--- config.mk ---
export PLATFORM = sky130hd
export DESIGN_NAME = mem_access_stage
export DESIGN_NICKNAME = d
export VERILOG_FILES = /design/src/rtl/mem_access_stage.sv
export SDC_FILE = /design/constraint.sdc
export NUM_CORES = 1
export LEC_CHECK = 0
export CAP_MARGIN = 20
export CORE_MARGIN = 1.5
export CORE_UTILIZATION = 36
export DETAILED_ROUTE_END_ITERATION = 7
export GPL_TIMING_DRIVEN = 0
export PLACE_DENSITY = 0.88
export SLEW_MARGIN = 30
export SYNTH_ARGS = -nofsm -noshare
export SYNTH_HDL_FRONTEND = slang
export SYNTH_SLANG_ARGS = --single-unit
--- constraint.sdc ---
create_clock -name clock -period 1.7 [get_ports clock]
set_clock_uncertainty 0.15 [all_clocks]
set_input_delay 0.34 -clock clock [delete_from_list [all_inputs] [get_ports clock]]
set_output_delay 0.34 -clock clock [all_outputs]
set_load 0.1 [all_outputs]
--- src/rtl/mem_access_stage.sv ---
// rtl/mem_access_stage.sv - MEM stage: req/ack data-memory access, pipeline stall, MEM/WB register
// Optional ack timeout abort enabled by defining MEM_ACK_TIMEOUT_EN.
module mem_access_stage #(
  parameter int DATA_W      = 16,
  parameter int REG_W       = 3,
  parameter int ACK_TIMEOUT = 15
) (
  input  logic              clock,
  input  logic              reset,
  input  logic [DATA_W-1:0] mem_alu_out,
  input  logic [DATA_W-1:0] mem_reg2_val,
  input  logic [REG_W-1:0]  mem_fwd_reg,
  input  logic [DATA_W-1:0] mem_lb_const,
  input  logic              mem_mem_read,
  input  logic              mem_mem_write,
  input  logic [1:0]        mem_memtoreg,
  input  logic              mem_regwrite,
  output logic              dmem_req,
  output logic              dmem_we,
  output logic [DATA_W-1:0] dmem_addr,
  output logic [DATA_W-1:0] dmem_wdata,
  input  logic [DATA_W-1:0] dmem_rdata,
  input  logic              dmem_ack,
  output logic              mem_stall,
  output logic [DATA_W-1:0] wb_data,
  output logic [REG_W-1:0]  wb_fwd_reg,
  output logic              wb_regwrite,
  output logic              dmem_err
);

  typedef enum logic {IDLE, BUSY} state_t;

  state_t            state_q, state_d;
  logic              access, is_load, timeout, stall_raw;
  logic [DATA_W-1:0] sel_data, done_data;

  assign access  = mem_mem_read | mem_mem_write;
  assign is_load = mem_mem_read & ~mem_mem_write;

  always_comb begin
    sel_data = (mem_memtoreg == 2'd2) ? mem_lb_const : mem_alu_out;
    done_data = sel_data;
    if (is_load && mem_memtoreg == 2'd1) done_data = dmem_rdata;
  end

`ifdef MEM_ACK_TIMEOUT_EN
  localparam logic [3:0] TIMEOUT_CNT = 4'(ACK_TIMEOUT);
  logic [3:0] cnt_q;
  logic       err_q;

  assign timeout  = (state_q == BUSY) && !dmem_ack && (cnt_q == TIMEOUT_CNT);
  assign dmem_err = err_q;

  always_ff @(posedge clock or posedge reset) begin
    if (reset) begin
      cnt_q <= 4'd0;
      err_q <= 1'b0;
    end else begin
      if (state_q == BUSY && !dmem_ack && !timeout) cnt_q <= cnt_q + 4'd1;
      else cnt_q <= 4'd0;
      if (timeout) err_q <= 1'b1;
    end
  end
`else
  assign timeout  = 1'b0;
  assign dmem_err = 1'b0;
`endif

  always_comb begin
    state_d   = state_q;
    stall_raw = 1'b0;
    case (state_q)
      IDLE: begin
        if (access) begin
          stall_raw = 1'b1;
          state_d   = BUSY;
        end
      end
      BUSY: begin
        if (dmem_ack || timeout) state_d = IDLE;
        else stall_raw = 1'b1;
      end
      default: state_d = IDLE;
    endcase
  end

  // Gate with reset so the upstream pipeline is released the instant reset asserts.
  assign mem_stall = stall_raw & ~reset;

  always_ff @(posedge clock or posedge reset) begin
    if (reset) begin
      state_q     <= IDLE;
      dmem_req    <= 1'b0;
      dmem_we     <= 1'b0;
      dmem_addr   <= '0;
      dmem_wdata  <= '0;
      wb_data     <= '0;
      wb_fwd_reg  <= '0;
      wb_regwrite <= 1'b0;
    end else begin
      state_q <= state_d;
      case (state_q)
        IDLE: begin
          if (access) begin
            dmem_req    <= 1'b1;
            dmem_we     <= mem_mem_write;
            dmem_addr   <= mem_alu_out;
            dmem_wdata  <= mem_reg2_val;
            wb_regwrite <= 1'b0;
          end else begin
            wb_data     <= sel_data;
            wb_fwd_reg  <= mem_fwd_reg;
            wb_regwrite <= mem_regwrite;
          end
        end
        BUSY: begin
          if (dmem_ack) begin
            dmem_req    <= 1'b0;
            wb_data     <= done_data;
            wb_fwd_reg  <= mem_fwd_reg;
            wb_regwrite <= mem_regwrite;
          end else begin
            // Bubble while waiting; a timeout additionally drops the request.
            if (timeout) dmem_req <= 1'b0;
            wb_regwrite <= 1'b0;
          end
        end
        default: dmem_req <= 1'b0;
      endcase
    end
  end

endmodule

==> results by group <==
Floorplan
  • Core Footprint: 6910 sq um
  • Initial Utilization: 0.379
  • Die span in x: 88.3 microns
  • Overall die area: 7790 sq um
  • Number of core rows: 30
  • Die boundary height: 88.3 microns
  • Number of placed I/O pins: 131

Place
  • Total of buffers placed on input and output ports: 129
  • Placed wire-length estimate after detailed placement: 5.89 mm
  • Global placement routability congestion: 0.762
  • Placement Setup Slack: -1.25 ns

Layout
  • Nets@finish: 425
  • Registers with the most flip-flops: dmem_addr (16), dmem_wdata (16), wb_data (16)
  • Synthesis-to-layout area growth: 61.9%
  • N_diodes: 0
  • Area taken by flip-flops and latches: 1380 sq um
  • Footprint of the multi-input gates: 1320 sq um
  • Number of fill cells in the layout: 572
  • Layout cells sized above 1: 0.439

Drt
  • Routed vias/inst: 5.15
  • DR vias: 2,300
  • DRC errors left: 0
  • Post-detailed-route wirelength per cell: 18.1 microns
  • Drt initial violations: 60
  • Residual antenna-violating net count after detailed routing: 0
  • Overall routed net length: 8.07 mm
  • 1st-pass router iterations: 4

Yosys
  • Number of storage elements in the synthesis netlist: 55
  • Synthesis warning total: 0
  • Post-synth net total: 284
  • Number of distinct library cells after synthesis: 26
  • Syn Inst Count: 209
  • Register area share after synthesis: 0.526
  • Post-Syn Area per Cell: 12.5 sq um
  • Synth Cell Area: 2620 sq um

Timing
  • Transition time at the pin with the least slew margin: 0.518 ns
  • Unrepaired setup endpoints after global routing: yes
  • Hold Worst Slack: 0.325 ns
  • Final critical-path share of the clock period: 1.10
  • Shortest period the worst path allows: 1.87 ns
  • Max transition margin: 0.655
  • Count of endpoints failing hold in the final timing report: 0
  • Final Slew Violations: 0
  • Least setup slack across all paths after layout: -0.168 ns
  • Count of endpoints failing setup in the final report: 13
  • Max Freq: 535 MHz

Run
  • Number of violations of the max-capacitance limit: 0

Setup path
  • Critical setup path kind: reg2out
  • Reg2Reg Setup Slack: -0.12 ns
  • Worst-path maximum fanout: 2
  • Kind of end point of the critical path: output port
  • Type of origin of the critical path: flop
  • Data arrival time of the critical path: 1.38 ns
  • CP Data Required Time: 1.21 ns

Clocking
  • Root Driver: sky130_fd_sc_hd__clkbuf_8
  • Clock Pin Slew Worst Setup and Hold Paths: 0.10 ns
  • Worst-skew pair later-pin latency: 0.30 ns
  • CTS H-Tree Depth: 2
  • Bufs on Longest Clock Path: 2
  • Cts bufs inserted: 5
  • CTS tree: yes
  • Clock Sinks: 55

Status
  • Failing checks: setup timing
  • Outcome: complete, but fails checks

Power
  • Power Dens Cells: 1400 nW/um^2
  • Worst IR Drop VDD: 833 uV
  • LEAKAGE: 1.86 nW
  • Power consumption: 5.92 mW

GRT
  • Initial antenna violation count: 0
  • Global-route wire length before repair: 12.3 mm
  • Total Routing Usage GR: 0.205
  • GR Overflow Total: 0
  • Vias in the first global route: 2,467
  • Largest net degree at the start of global routing: 24

Worst hold path
  • Class of the most critical hold timing path: in2async
-- metal layers --
layer / routed length [microns] / track usage / vias up / part of all wire
met2: 4400 / 0.384 / 74 / 0.54
met3: 429 / 0.0466 / 8 / 0.053
met1: 3150 / 0.237 / 1157 / 0.39
met5: 0 / 0 / - / 0
met4: 95 / 0.0483 / 0 / 0.012
li1: - / - / 1061 / -
-- cell usage in the layout, fill, tap and decap left out, types with 3 or more instances in the layout --
master,instances
sky130_fd_sc_hd__nand3_1,16
sky130_fd_sc_hd__a221oi_1,6
sky130_fd_sc_hd__buf_4,10
sky130_fd_sc_hd__clkdlybuf4s50_1,70
sky130_fd_sc_hd__mux2_4,3
sky130_fd_sc_hd__nor3b_1,16
sky130_fd_sc_hd__dlygate4sd2_1,3
sky130_fd_sc_hd__buf_6,3
sky130_fd_sc_hd__clkbuf_8,6
sky130_fd_sc_hd__clkbuf_1,4
sky130_fd_sc_hd__o31ai_2,9
sky130_fd_sc_hd__dfrtp_1,55
sky130_fd_sc_hd__mux2_2,32
sky130_fd_sc_hd__buf_16,3
sky130_fd_sc_hd__o31ai_4,6
sky130_fd_sc_hd__a221oi_2,9
sky130_fd_sc_hd__and3b_1,16
sky130_fd_sc_hd__buf_2,55
-- cell families after synthesis --
group                  synth area share
muxes                             0.155
AOI/OAI and AO/OA                 0.106
other                           0.00143
and+or+nand+nor                   0.157
DFF                               0.526
buffers and inverters            0.0545
-- power by group --
group	switching [mW]	internal, mW	leakage [nW]
logic	2.57	0.733	1.14
registers	0.135	1.58	0.653
clock network	0.420	0.477	0.0612
total	3.13	2.79	1.86
-- through the flow --
step	instances	instance area [sq um]	utilization	setup TNS, ns
6_report	447	4240	0.614	-0.738
5_1_grt	447	4240	0.614	-1.97
4_1_cts	450	4210	0.610	-2.19
3_5_place_dp	436	4100	0.593	-46.13
3_3_place_gp	434	4040	0.585	-57.22
2_1_floorplan	209	2630	-	-0.117
-- synth_stat cells --
cell type | instances | area, sq um
sky130_fd_sc_hd__dfrtp_1 | 55 | 1380
sky130_fd_sc_hd__and4bb_2 | 1 | 12.5
sky130_fd_sc_hd__clkbuf_1 | 9 | 33.8
sky130_fd_sc_hd__nand2_4 | 1 | 11.3
sky130_fd_sc_hd__and3b_1 | 16 | 140
sky130_fd_sc_hd__nor3b_1 | 16 | 120
sky130_fd_sc_hd__nor2_1 | 1 | 3.75
sky130_fd_sc_hd__nand2b_1 | 1 | 6.26
sky130_fd_sc_hd__mux2_4 | 3 | 45.0
sky130_fd_sc_hd__conb_1 | 1 | 3.75
sky130_fd_sc_hd__buf_2 | 6 | 30.0
sky130_fd_sc_hd__nand2_2 | 1 | 6.26
sky130_fd_sc_hd__and2_1 | 1 | 6.26
sky130_fd_sc_hd__buf_6 | 5 | 56.3
sky130_fd_sc_hd__buf_4 | 1 | 7.51
sky130_fd_sc_hd__nand3_1 | 16 | 80.1
sky130_fd_sc_hd__o21ai_0 | 2 | 10.0
sky130_fd_sc_hd__nand2_1 | 2 | 7.51
sky130_fd_sc_hd__o31ai_1 | 16 | 120
sky130_fd_sc_hd__inv_1 | 3 | 11.3
sky130_fd_sc_hd__a221oi_1 | 16 | 140
sky130_fd_sc_hd__mux2_2 | 32 | 360
sky130_fd_sc_hd__nand4bb_1 | 1 | 11.3
sky130_fd_sc_hd__o21bai_1 | 1 | 7.51
sky130_fd_sc_hd__inv_2 | 1 | 3.75
sky130_fd_sc_hd__or3_1 | 1 | 6.26
-- worst max-delay path, stage by stage (launching register included) --
cell and delay (ns):
sky130_fd_sc_hd__dfrtp_1 0.39, sky130_fd_sc_hd__or3_4 0.39, sky130_fd_sc_hd__nand2_4 0.09, sky130_fd_sc_hd__nor2_4 0.04
sky130_fd_sc_hd__buf_12 0.16
-- area by class of cell --
class,count,area share
repair buffers,139,0.275
well taps,96,0.0283
clock inverters,2,0.00827
multi-input cells,129,0.312
inverters,4,0.00561
flip-flops and latches,55,0.325
plain buffers,16,0.0266
clock buffers,6,0.0195
-- timing repair --
item	CTS	global route
setup buffers	5	1
pin swaps	11	3
hold buffers	0	0
setup endpoints to repair	107	46
resized for setup	306	27
gates cloned	2	0
hold endpoints to repair	0	0
-- final timing paths --
check / start / cells past startpoint / end
min in group clock: dmem_req / 2 / dmem_req
worst min register to register: dmem_req / 2 / dmem_req
worst max register to register: state_q / 7 / wb_fwd_reg[2]
worst min-delay path: reset / 2 / dmem_we
worst max-delay path: state_q / 4 / mem_stall
max in group asynchronous: reset / 3 / dmem_wdata[15]
(Power assumes the default switching activity.)
